## config.mk

```make
export PLATFORM = sky130hd
export DESIGN_NAME = nv_nvdla_sdp_hls_y_lut_rd
export DESIGN_NICKNAME = d
export VERILOG_FILES = /design/src/rtl/nv_nvdla_sdp_hls_y_lut_rd_pkg.sv /design/src/rtl/nv_nvdla_sdp_hls_y_lut_rd_fifo.sv /design/src/rtl/nv_nvdla_sdp_hls_y_lut_rd.sv
export SDC_FILE = /design/constraint.sdc
export NUM_CORES = 1
export LEC_CHECK = 0
export CELL_PAD_IN_SITES_DETAIL_PLACEMENT = 1
export CELL_PAD_IN_SITES_GLOBAL_PLACEMENT = 1
export CORE_MARGIN = 5
export CORE_UTILIZATION = 49
export CTS_BUF_LIST = sky130_fd_sc_hd__clkbuf_8
export CTS_CLUSTER_DIAMETER = 200
export DETAILED_ROUTE_END_ITERATION = 8
export PLACE_DENSITY = 0.91
export SETUP_SLACK_MARGIN = 0.05
export SLEW_MARGIN = 20
export SYNTH_ARGS = -nofsm -noshare
export SYNTH_HDL_FRONTEND = slang
export SYNTH_HIERARCHICAL = 1
export SYNTH_SLANG_ARGS = --single-unit
```

## constraint.sdc

```tcl
create_clock -name nvdla_core_clk -period 4.2 [get_ports nvdla_core_clk]
set_input_delay 0.84 -clock nvdla_core_clk [delete_from_list [all_inputs] [get_ports nvdla_core_clk]]
set_output_delay 0.84 -clock nvdla_core_clk [all_outputs]
set_load 0.02 [all_outputs]
```

## src/rtl/nv_nvdla_sdp_hls_y_lut_rd_pkg.sv

```systemverilog
// Shared definitions for the SDP Y-LUT read stage: per-lane field offsets,
// table limits, per-lane records and the second-address helper.
package nv_nvdla_sdp_hls_y_lut_rd_pkg;

    // Field widths within one lane
    localparam int FRAC_W = 35;
    localparam int X_W    = 32;
    localparam int ADDR_W = 9;
    localparam int DATA_W = 16;

    // Input beat: every field is grouped across lanes; the base of a field
    // group is (offset * K), and lane i sits at base + width * i.
    localparam int IN_LANE_W      = 81;
    localparam int IN_FRAC_BASE   = 0;
    localparam int IN_X_BASE      = 35;
    localparam int IN_OFLOW_BASE  = 67;
    localparam int IN_UFLOW_BASE  = 68;
    localparam int IN_SEL_BASE    = 69;
    localparam int IN_ADDR_BASE   = 70;
    localparam int IN_LE_HIT_BASE = 79;
    localparam int IN_LO_HIT_BASE = 80;

    // Output beat, same grouping scheme
    localparam int OUT_LANE_W      = 104;
    localparam int OUT_Y0_BASE     = 0;
    localparam int OUT_Y1_BASE     = 16;
    localparam int OUT_FRAC_BASE   = 32;
    localparam int OUT_X_BASE      = 67;
    localparam int OUT_OFLOW_BASE  = 99;
    localparam int OUT_UFLOW_BASE  = 100;
    localparam int OUT_SEL_BASE    = 101;
    localparam int OUT_LE_HIT_BASE = 102;
    localparam int OUT_LO_HIT_BASE = 103;

    // Last valid entry of each table
    localparam logic [ADDR_W-1:0] LE_LAST = 9'd64;
    localparam logic [ADDR_W-1:0] LO_LAST = 9'd256;

    // One lane of an incoming index beat
    typedef struct packed {
        logic [FRAC_W-1:0] frac;
        logic [X_W-1:0]    x;
        logic              oflow;
        logic              uflow;
        logic              sel;
        logic [ADDR_W-1:0] addr;
        logic              le_hit;
        logic              lo_hit;
    } lut_in_lane_t;

    // Sideband carried alongside the RAM read until the data returns
    typedef struct packed {
        logic [FRAC_W-1:0] frac;
        logic [X_W-1:0]    x;
        logic              oflow;
        logic              uflow;
        logic              sel;
        logic              le_hit;
        logic              lo_hit;
    } lut_side_t;

    // Address of the upper interpolation point: addr+1 clamped to the
    // selected table's last entry; out-of-range lanes reuse addr.
    function automatic logic [ADDR_W-1:0] calc_addr1(
        input logic [ADDR_W-1:0] addr,
        input logic              sel,
        input logic              flow
    );
        logic [ADDR_W-1:0] last;
        last = sel ? LO_LAST : LE_LAST;
        if (flow) begin
            return addr;
        end else if (addr >= last) begin
            return last;
        end else begin
            return addr + ADDR_W'(1);
        end
    endfunction

endpackage

```

## src/rtl/nv_nvdla_sdp_hls_y_lut_rd_fifo.sv

```systemverilog
// Return buffer: DEPTH-entry synchronous FIFO with a first-word-fall-through
// head and an occupancy count. The producer guarantees it never overflows.
module nv_nvdla_sdp_hls_y_lut_rd_fifo
    import nv_nvdla_sdp_hls_y_lut_rd_pkg::*;
#(
    parameter int WIDTH = 104,
    parameter int DEPTH = 4,
    parameter int CNT_W = $clog2(DEPTH + 1)
) (
    input  logic             nvdla_core_clk,
    input  logic             nvdla_core_rst,
    input  logic             push,
    input  logic [WIDTH-1:0] wdata,
    input  logic             pop,
    output logic [WIDTH-1:0] rdata,
    output logic             empty,
    output logic [CNT_W-1:0] count
);

    localparam int PTR_W = (DEPTH > 1) ? $clog2(DEPTH) : 1;

    logic [WIDTH-1:0] mem [DEPTH];
    logic [PTR_W-1:0] wr_ptr_q, wr_ptr_d;
    logic [PTR_W-1:0] rd_ptr_q, rd_ptr_d;
    logic [CNT_W-1:0] count_q, count_d;
    logic             pop_ok;

    // Pointers wrap explicitly so non-power-of-two depths also work
    function automatic logic [PTR_W-1:0] ptr_inc(input logic [PTR_W-1:0] p);
        return (p == PTR_W'(DEPTH - 1)) ? '0 : p + PTR_W'(1);
    endfunction

    assign empty  = (count_q == '0);
    assign pop_ok = pop & ~empty;
    assign count  = count_q;
    assign rdata  = mem[rd_ptr_q];

    // Next pointer/occupancy; simultaneous push and pop cancel in the count
    always_comb begin
        wr_ptr_d = wr_ptr_q;
        rd_ptr_d = rd_ptr_q;
        count_d  = count_q;
        if (push) begin
            wr_ptr_d = ptr_inc(wr_ptr_q);
        end
        if (pop_ok) begin
            rd_ptr_d = ptr_inc(rd_ptr_q);
        end
        count_d = count_q + CNT_W'(push) - CNT_W'(pop_ok);
    end

    // Control state register
    always_ff @(posedge nvdla_core_clk or posedge nvdla_core_rst) begin
        if (nvdla_core_rst) begin
            wr_ptr_q <= '0;
            rd_ptr_q <= '0;
            count_q  <= '0;
        end else begin
            wr_ptr_q <= wr_ptr_d;
            rd_ptr_q <= rd_ptr_d;
            count_q  <= count_d;
        end
    end

    // Storage write; contents are qualified by count so need no reset
    always_ff @(posedge nvdla_core_clk) begin
        if (push) begin
            mem[wr_ptr_q] <= wdata;
        end
    end

endmodule

```

## src/rtl/nv_nvdla_sdp_hls_y_lut_rd.sv

```systemverilog
// SDP Y-LUT read stage: issues LE/LO table reads for each accepted index
// beat, carries the sideband alongside the read, and joins both into a
// return FIFO that presents results in acceptance order.
module nv_nvdla_sdp_hls_y_lut_rd
    import nv_nvdla_sdp_hls_y_lut_rd_pkg::*;
#(
    parameter int K     = 1,
    parameter int DEPTH = 4
) (
    input  logic                    nvdla_core_clk,
    input  logic                    nvdla_core_rst,
    input  logic                    chn_lut_in_pvld,
    output logic                    chn_lut_in_prdy,
    input  logic [IN_LANE_W*K-1:0]  chn_lut_in_pd,
    output logic                    lut_rd_en,
    output logic [K-1:0]            lut_rd_sel,
    output logic [ADDR_W*K-1:0]     lut_rd_addr0,
    output logic [ADDR_W*K-1:0]     lut_rd_addr1,
    input  logic [DATA_W*K-1:0]     lut_rd_data0,
    input  logic [DATA_W*K-1:0]     lut_rd_data1,
    output logic                    chn_lut_out_pvld,
    input  logic                    chn_lut_out_prdy,
    output logic [OUT_LANE_W*K-1:0] chn_lut_out_pd
);

    localparam int CNT_W = $clog2(DEPTH + 1);

    logic                    inflight_q, inflight_d;
    logic [CNT_W-1:0]        fifo_count;
    logic                    fifo_empty;
    logic [CNT_W:0]          occupancy;
    logic [OUT_LANE_W*K-1:0] fifo_wdata;

    // Space is reserved at issue time for every outstanding read, so the
    // ready decision depends only on registered state.
    assign occupancy       = {1'b0, fifo_count} + {{CNT_W{1'b0}}, inflight_q};
    assign chn_lut_in_prdy = ~nvdla_core_rst & (occupancy < (CNT_W + 1)'(DEPTH));
    assign lut_rd_en       = chn_lut_in_pvld & chn_lut_in_prdy;

    // A read issued this cycle returns its data next cycle
    always_comb begin
        inflight_d = lut_rd_en;
    end

    // Outstanding-read flag; reset drops any read whose data is still due
    always_ff @(posedge nvdla_core_clk or posedge nvdla_core_rst) begin
        if (nvdla_core_rst) begin
            inflight_q <= 1'b0;
        end else begin
            inflight_q <= inflight_d;
        end
    end

    genvar gi;
    generate
        for (gi = 0; gi < K; gi++) begin : g_lane
            lut_in_lane_t      lane_in;
            lut_side_t         side_d;
            lut_side_t         side_q;
            logic [DATA_W-1:0] y0;
            logic [DATA_W-1:0] y1;

            // Extract this lane's fields and the sideband to be carried
            always_comb begin
                lane_in        = '0;
                lane_in.frac   = chn_lut_in_pd[IN_FRAC_BASE*K + FRAC_W*gi +: FRAC_W];
                lane_in.x      = chn_lut_in_pd[IN_X_BASE*K + X_W*gi +: X_W];
                lane_in.oflow  = chn_lut_in_pd[IN_OFLOW_BASE*K + gi];
                lane_in.uflow  = chn_lut_in_pd[IN_UFLOW_BASE*K + gi];
                lane_in.sel    = chn_lut_in_pd[IN_SEL_BASE*K + gi];
                lane_in.addr   = chn_lut_in_pd[IN_ADDR_BASE*K + ADDR_W*gi +: ADDR_W];
                lane_in.le_hit = chn_lut_in_pd[IN_LE_HIT_BASE*K + gi];
                lane_in.lo_hit = chn_lut_in_pd[IN_LO_HIT_BASE*K + gi];

                side_d        = '0;
                side_d.frac   = lane_in.frac;
                side_d.x      = lane_in.x;
                side_d.oflow  = lane_in.oflow;
                side_d.uflow  = lane_in.uflow;
                side_d.sel    = lane_in.sel;
                side_d.le_hit = lane_in.le_hit;
                side_d.lo_hit = lane_in.lo_hit;
            end

            // RAM address/select; held at zero while in reset
            assign lut_rd_sel[gi] = ~nvdla_core_rst & lane_in.sel;
            assign lut_rd_addr0[ADDR_W*gi +: ADDR_W] =
                nvdla_core_rst ? '0 : lane_in.addr;
            assign lut_rd_addr1[ADDR_W*gi +: ADDR_W] =
                nvdla_core_rst ? '0 :
                calc_addr1(lane_in.addr, lane_in.sel, lane_in.oflow | lane_in.uflow);

            // Sideband delay matching the one-cycle RAM read latency
            always_ff @(posedge nvdla_core_clk) begin
                side_q <= side_d;
            end

            // Out-of-range lanes have a single valid point, so y1 mirrors y0
            always_comb begin
                y0 = lut_rd_data0[DATA_W*gi +: DATA_W];
                y1 = (side_q.oflow | side_q.uflow) ? y0 : lut_rd_data1[DATA_W*gi +: DATA_W];
            end

            assign fifo_wdata[OUT_Y0_BASE*K + DATA_W*gi +: DATA_W]  = y0;
            assign fifo_wdata[OUT_Y1_BASE*K + DATA_W*gi +: DATA_W]  = y1;
            assign fifo_wdata[OUT_FRAC_BASE*K + FRAC_W*gi +: FRAC_W] = side_q.frac;
            assign fifo_wdata[OUT_X_BASE*K + X_W*gi +: X_W]         = side_q.x;
            assign fifo_wdata[OUT_OFLOW_BASE*K + gi]                = side_q.oflow;
            assign fifo_wdata[OUT_UFLOW_BASE*K + gi]                = side_q.uflow;
            assign fifo_wdata[OUT_SEL_BASE*K + gi]                  = side_q.sel;
            assign fifo_wdata[OUT_LE_HIT_BASE*K + gi]               = side_q.le_hit;
            assign fifo_wdata[OUT_LO_HIT_BASE*K + gi]               = side_q.lo_hit;
        end
    endgenerate

    assign chn_lut_out_pvld = ~fifo_empty;

    nv_nvdla_sdp_hls_y_lut_rd_fifo #(
        .WIDTH (OUT_LANE_W * K),
        .DEPTH (DEPTH),
        .CNT_W (CNT_W)
    ) u_fifo (
        .nvdla_core_clk (nvdla_core_clk),
        .nvdla_core_rst (nvdla_core_rst),
        .push           (inflight_q),
        .wdata          (fifo_wdata),
        .pop            (chn_lut_out_prdy),
        .rdata          (chn_lut_out_pd),
        .empty          (fifo_empty),
        .count          (fifo_count)
    );

endmodule

```

==> results.md, run 1 <==
- Clock-pin slew on the worst setup and hold paths: 60 ps
- Placed standard-cell area: 20600 um^2
- Seq cells post-synth: around 500
- Mapped Area: 17500 um^2
- Drt wl/cell: 23.9 um
- Pwr Density: 637 nW/um^2
- RSZ-0062 raised after global routing: false
- Clk Latency, worst-skew pair: 620 ps
- FP Rows: 69
- EDFF count, synth: 416
- Slew HR: 45.2%
- GR Overflow Total: 0
- Setup TNS: 0 ps
- Crit path cell chain: clkdlybuf4s50_1 -> inv_1 -> ha_1 -> and4b_1 -> a221oi_4 -> buf_4 -> buf_4 -> o31a_1 -> a31oi_1 -> dlygate4sd2_1
- Initial antenna violation count: 1
- Port Buffers: ~240
- WP data arrival: 3180 ps
- R2R Path End: u_fifo/count[2]
- Global-route wire length before repair: 57300 um
- Initial Util: 49.5%
- Vias in the first global route: 9456
- Final Hold Violating Endpoints: 0
- H-Tree Depth: 3
- Fmax achieved: between 0.2 and 0.25 GHz
- GRT Util Overall: between 15 and 20%
- Register area share after synthesis: between 80 and 90%
- Max-Cap Viols: 0
- CTS Sinks: ~500
- DIE WIDTH: 199 um
- Pins Over Slew Limit: 0
- Num CTS Buffers: 79
- Dpl ws: -80.3 ps
- Die Span Y: about 200 um
- Setup crit start kind: input pin
- Slew @ Worst Pin: 822 ps
- Area grow syn2layout: 26.5%
- DRT iter0 DRCs: 298
- VDD IR max: 439 uV
- TritonCTS clock tree: done
- Vias per cell: 5.28
- Wirelength, routed: 37900 um
- Nets: 1189
- WP buf/inv: 5
- Layout cells sized above 1: 22.9%
- FF-to-FF Start: u_fifo/count[1]
- Max stage delay on crit path: about 500 ps
- Reg2reg setup slack: around 1700 ps
- # setup viols final: 0
- Endpoint, Worst Hold: u_fifo/mem[2][50]
- P_leak: 7.54 nW
- # fillers: about 3000
- Gpl congestion: 0.783
- Maximum number of pins on one net before global-route repair: 65
- DR pass1 iterations: 4
- Hold Path Class: register to register
- ANT nets after route: 0
- Cell area after layout: 22200 um^2
- HPWL Detailed: approximately 25000 um
- Syn Inst Count: between 700 and 800
- Mapped Nets: 872
- Tot Pwr: 14.1 mW
- Kind of critical path: input pin to output port
- Io pins: 243
- Most common cell on crit path: buf_4
- Crit Path Max Fanout: 5
- Worst reg-to-reg path cell count: 9
- Minimum clock period: approximately 4000 ps
- Core Box Area: around 35000 um^2
- Residual DRC count: 0
- Hold Path Cell Cnt: 0
- Cell family with most CP delay: buffers and inverters
- Root Buffer: clkbuf_8
- Hold_sp: fifo_wdata[50]
- Crit path required time: 3360 ps
- Layout Skew: 29.3 ps
- Endpoint class of the critical path: output port
- PnR worst setup slack: 181 ps
- Predominant post-synthesis flop cell: edfxtp_1
- Via Count: 8374
- CP max-delay cell: clkdlybuf4s50_1
- FFs w/ async S/R, synth: 1.61%
- Netlist cell types: 38
- Final period utilization: 95.7%
- Maximum root-to-sink buffer count: 3
- Outcome: completed
- Mean Syn Cell Area: 23.6 um^2
- Yosys warning count: 6
- Die area: 39600 um^2
[metrics by stage]
step	instances	util (%)	hold WS, ps
after floorplan	743	-	438
after global placement	1438	58.1	447
after detailed placement	1438	58.2	464
after CTS	1586	62.5	463
after global routing	1586	62.6	475
final	1587	62.6	459
[metal layers]
| layer | track usage [%] | share of wire [%] | vias up |
|---|---|---|---|
| met5 | 0 | 0.018 | - |
| li1 | - | - | 3703 |
| met1 | 23.7 | 38 | 4350 |
| met2 | 34.1 | 54 | 247 |
| met3 | 4.59 | 5.1 | 72 |
| met4 | 6.99 | 2.5 | 2 |
[what timing repair did]
| action | in CTS | in global routing |
|---|---|---|
| endpoints found under the setup margin | 9 | 4 |
| endpoints found under the hold margin | 0 | 0 |
| pin swaps | 1 | 0 |
| hold buffers | 0 | 0 |
| gates cloned | 0 | 0 |
| gates resized for setup | 5 | 4 |
| setup buffers | 2 | 0 |
[synthesized netlist by cell type (all sizes together), types with 2 or more instances]
master | n | area (um^2)
a31oi | 2 | 12.5
and2 | 5 | 31.3
buf | 21 | 160
clkbuf | 6 | 22.5
dfrtp | 8 | 200
dfxtp | 72 | 1440
edfxtp | 416 | 12500
ha | 11 | 138
inv | 15 | 56.3
mux2 | 18 | 203
mux4 | 104 | 2340
nand2 | 9 | 33.8
nand3 | 3 | 15.0
nand4 | 2 | 12.5
nor2 | 16 | 60.1
nor2b | 5 | 31.3
nor3 | 3 | 15.0
nor4 | 3 | 25.0
o21ai | 3 | 18.8
o31a | 2 | 17.5
xnor2 | 6 | 52.6
xor2 | 2 | 17.5
[report_power, final]
part / internal [mW] / switching (mW)
sequential: 5.72 / 0.235
combinational: 2.14 / 2.10
clock: 2.12 / 1.79
total: 9.99 / 4.12
[cells by family (layout without fill, tap and decap cells)]
group,count (synthesis),after routing,share of synthesized area (%)
AO/OA/AOI/OAI,12,12,0.593
buffers and inverters,42,424,1.36
adder cells (fa/ha/maj),12,12,0.900
AND/OR/NAND/NOR,51,51,1.50
multiplexers,122,122,14.5
flip-flops,496,496,80.7
other,0,1,0
XOR/XNOR,8,8,0.400
[registers in the layout (all words and copies together) (netlist names)]
register / cells
u_fifo/count: 3
inflight_q: 1
u_fifo/wr_ptr_q: 2
u_fifo/mem: 416
fifo_wdata: 72
u_fifo/rd_ptr_q: 2
[layout by cell type, fill, tap and decap left out, types with 2 or more instances in the layout]
cell             Yosys  layout
and2_4               0       4
nor3_1               3       3
o21ai_0              2       2
nand4_1              2       2
inv_1               15      51
clkinv_1             0       6
edfxtp_1           416     416
nand3_1              3       3
nor4_1               2       2
xor2_1               2       2
ha_1                11      11
nor2b_1              5       5
dfxtp_1             72      72
dfrtp_4              0       2
o31a_1               2       2
dlymetal6s2s_1       0       4
nand2_1              9       9
mux4_2             104     104
buf_4                1      14
a31oi_1              2       2
bufinv_16            0       2
buf_12               0       7
xnor2_1              6       6
clkinvlp_4           0       5
dlygate4sd2_1        0       5
clkdlybuf4s50_1      0     233
clkbuf_8             0      92
mux2_2              18      18
clkinv_2             0       5
dfrtp_1              8       6
nor2_1              16      15
[worst register-to-register path: stages (launching register included)]
cell     delay [ps]
dfrtp_1         460
o31ai_1         540
inv_1           110
ha_1            300
inv_1            60
ha_1            140
inv_1            50
fa_1            400
xnor2_1         200
xnor2_1         150
[layout make-up]
cell class	instances	area [um^2]	area share (%)
flip-flops and latches	496	14100	63.8
multi-input cells	205	3160	14.3
repair buffers	263	2670	12.1
clock buffers	92	1270	5.72
well taps	461	577	2.60
clock inverters	54	280	1.27
inverters	15	56.3	0.254
diodes	1	2.50	0.0113
[how the worst max path moves through the flow]
stage | startpoint | end | slack, ps | cells past startpoint
floorplan | u_fifo/wr_ptr_q[0] | u_fifo/mem[0][0] | 710 | 3
global placement | chn_lut_in_pd[69] | lut_rd_addr1[6] | 20 | 8
detailed placement | chn_lut_in_pd[69] | lut_rd_addr1[6] | -80 | 8
CTS | chn_lut_in_pd[69] | lut_rd_addr1[4] | 60 | 9
global route | chn_lut_in_pd[69] | lut_rd_addr1[6] | 50 | 10
finish | chn_lut_in_pd[69] | lut_rd_addr1[6] | 180 | 10
Power figures use the tool's default switching activity.
==> run 2, diff against run 1 <==
- ABC_CLOCK_PERIOD_IN_PS: not set -> 4200
- CORE_ASPECT_RATIO: not set -> 2
==> run 2 against run 1 <==
- utilization fell by 0.80 points
- final cell count shrank 1.7%
- register-to-register slack got worse by 40 ps
- total power is 1.3% lower
- count of clock-buffer cells in the layout down 13
- die area is 0.58% higher
- sequential power about the same
- largest power group unchanged
- first-iteration DRC count rose by 39%
- wire length grew 5.4%
==> results.md, run 2 (same netlist as run 1, synthesis figures left out) <==
- Most frequent cells in the layout: 416 x edfxtp_1, 233 x clkdlybuf4s50_1, 104 x mux4_2, 79 x clkbuf_8, 72 x dfxtp_1 (was 416 x edfxtp_1, 233 x clkdlybuf4s50_1, 104 x mux4_2, 92 x clkbuf_8, 72 x dfxtp_1)
- Global-route wire length before repair: 59400 um (was 57300 um)
- Hold_ws: 474 ps (was 459 ps)
- Gpl congestion: 0.787 (was 0.783)
- Vias in the first global route: 9541 (was 9456)
- CTS Sinks: 496 (unchanged)
- Max-Cap Viols: 0 (unchanged)
- Slew @ Worst Pin: 925 ps (was 822 ps)
- ANT nets after route: 0 (unchanged)
- Util after Layout: 61.8% (was 62.6%)
- Crit path cell chain: clkdlybuf4s50_1 -> inv_1 -> ha_1 -> and4b_1 -> a221oi_4 -> buf_4 -> nand3_1 -> a31oi_1 -> dlygate4sd2_1 (was clkdlybuf4s50_1 -> inv_1 -> ha_1 -> and4b_1 -> a221oi_4 -> buf_4 -> buf_4 -> o31a_1 -> a31oi_1 -> dlygate4sd2_1)
- Layout Skew: 16.3 ps (was 29.3 ps)
- Area grow syn2layout: 25.5% (was 26.5%)
- DRT iter0 DRCs: 414 (was 298)
- DR pass1 iterations: 4 (unchanged)
- HPWL Detailed: 26300 um (was 24600 um)
- Die area: 39800 um^2 (was 39600 um^2)
- CP max-delay cell: clkdlybuf4s50_1 (unchanged)
- Crit path required time: 3360 ps (about the same)
- Biggest register: u_fifo/mem (unchanged)
- GRT Util Overall: 20.4% (was 19.4%)
- Cell area after layout: 22000 um^2 (was 22200 um^2)
- Pwr Density: 634 nW/um^2 (was 637 nW/um^2)
- Placed standard-cell area: 20600 um^2 (about the same)
- Pins Over Slew Limit: 0 (unchanged)
- Max stage delay on crit path: 480 ps (was 490 ps)
- Switching share of total power: 29.7% (was 29.2%)
- Vias per cell: 5.39 (was 5.28)
- GR Overflow Total: 0 (unchanged)
- Initial Util: 49.2% (was 49.5%)
- Slew HR: 38.3% (was 45.2%)
- Port Buffers: 242 (unchanged)
- Outcome: completed (unchanged)
- FP Rows: 98 (was 69)
- TritonCTS clock tree: done (unchanged)
- Num CTS Buffers: 69 (was 79)
- Io pins: 243 (unchanged)
- Switch Pwr: 4.13 mW (was 4.12 mW)
- Sequential Power Share: 42.8% (was 42.2%)
- Minimum clock period: 4000 ps (was 4020 ps)
- Drt wl/cell: 25.6 um (was 23.9 um)
- Max FFs per register: 416 (unchanged)
- DIE WIDTH: 144 um (was 199 um)
- Hold Path Class: register to register (unchanged)
- Clk pwr share: 26.3% (was 27.7%)
- Maximum number of pins on one net before global-route repair: 59 (was 65)
- P_leak: 7.34 nW (was 7.54 nW)
- Setup crit start kind: input pin (unchanged)
- # fillers: 3004 (was 2994)
- Residual DRC count: 0 (unchanged)
- Clock-pin slew on the worst setup and hold paths: 60 ps (about the same)
- RSZ-0062 raised after global routing: false (unchanged)
- # setup viols final: 0 (unchanged)
- Endpoint class of the critical path: output port (unchanged)
- Clk Latency, worst-skew pair: 600 ps (was 620 ps)
- Comb pwr share: 30.9% (was 30.1%)
- Maximum root-to-sink buffer count: 3 (unchanged)
- Die Span Y: 277 um (was 199 um)
- Fmax achieved: 0.250 GHz (was 0.249 GHz)
- H-Tree Depth: 3 (unchanged)
- Final period utilization: 95.2% (was 95.7%)
- Crit Path Max Fanout: 5 (unchanged)
- Initial antenna violation count: 9 (was 1)
- Final Hold Violating Endpoints: 0 (unchanged)
- VDD IR max: 412 uV (was 439 uV)
- Wirelength, routed: 40000 um (was 37900 um)
- Core Box Area: 35600 um^2 (was 35400 um^2)
- Nets: 1179 (was 1189)
- Via Count: 8410 (was 8374)
- Layout cells sized above 1: 22.7% (was 22.9%)
- WP data arrival: 3160 ps (was 3180 ps)
- Root Buffer: clkbuf_8 (unchanged)
- Most common cell after layout, fill and taps aside: edfxtp_1 (unchanged)
- Int Pwr: 9.79 mW (was 9.99 mW)
- Kind of critical path: input pin to output port (unchanged)
-- run 2: cell count changes in the layout (fill, tap and decap cells not counted), moves of 2 or more --
cell,delta
clkbuf_8,-13
dlygate4sd2_1,+4
clkinvlp_4,-2
diode_2,+4
dlymetal6s2s_1,-4
clkinv_1,+8
clkinv_2,+5
inv_1,-21
inv_6,+2
-- run 2: per-layer routing --
layer | vias up | global-route usage [%] | part of all wire [%] | routed length (um)
li1 | 3677 | - | - | -
met1 | 4366 | 21.5 | 33 | 13300
met2 | 276 | 37.4 | 57 | 22700
met3 | 83 | 4.17 | 5.1 | 2040
met4 | 8 | 10.6 | 4.8 | 1920
met5 | - | 0 | 0.13 | 51
-- run 2: path summary, 6_finish.rpt --
path | startpoint | to | slack (ps) | cells after the start
min in group asynchronous | nvdla_core_rst | inflight_q | 850 | 2
worst max-delay path | chn_lut_in_pd[69] | lut_rd_addr1[8] | 200 | 9
worst min register to register | fifo_wdata[58] | u_fifo/mem[3][58] | 470 | 0
worst min-delay path | fifo_wdata[58] | u_fifo/mem[3][58] | 470 | 0
max in group asynchronous | nvdla_core_rst | u_fifo/rd_ptr_q[1] | 2960 | 2
worst max register to register | u_fifo/count[1] | u_fifo/count[2] | 1670 | 9
-- run 2: worst max-delay path, delay by kind of cell --
kind / cells / cell delay [ps]
buf+inv: 4 / 1150
compound gates: 2 / 530
simple gates: 2 / 320
fa+ha+maj: 1 / 330
-- run 2: power groups by stage --
stage	clock network [mW]	logic, mW	registers (mW)
after floorplan	0	2.61	5.93
after global placement	0	4.28	6.02
after detailed placement	0	4.38	6.07
after CTS	3.78	4.41	5.97
after global routing	4.03	4.53	5.99
final	3.66	4.31	5.96
-- run 2: layout make-up --
type | instances | area (um^2) | area share [%]
clock buffers | 79 | 1090 | 4.95
flip-flops and latches | 496 | 14100 | 64.4
clock inverters | 47 | 289 | 1.32
repair buffers | 263 | 2670 | 12.1
well taps | 450 | 563 | 2.56
inverters | 15 | 56.3 | 0.256
multi-input cells | 205 | 3150 | 14.3
diodes | 5 | 12.5 | 0.0570
-- run 2: what timing repair did --
action | 4_1_cts | 5_1_grt
setup endpoints to repair | 9 | 0
buffers inserted | 3 | 0
gates resized for setup | 9 | 0
hold buffers | 0 | 0
-- run 2: stage by stage --
step / TNS, ps / power (mW) / setup WS [ps] / instances
after CTS: 0 / 14.2 / 212 / 1555
final: 0 / 13.9 / 202 / 1560
after floorplan: 0 / 8.53 / 706 / 743
after global routing: 0 / 14.5 / 71.5 / 1560
after detailed placement: -587 / 10.4 / -107 / 1426
after global placement: -79.8 / 10.3 / -62.1 / 1426
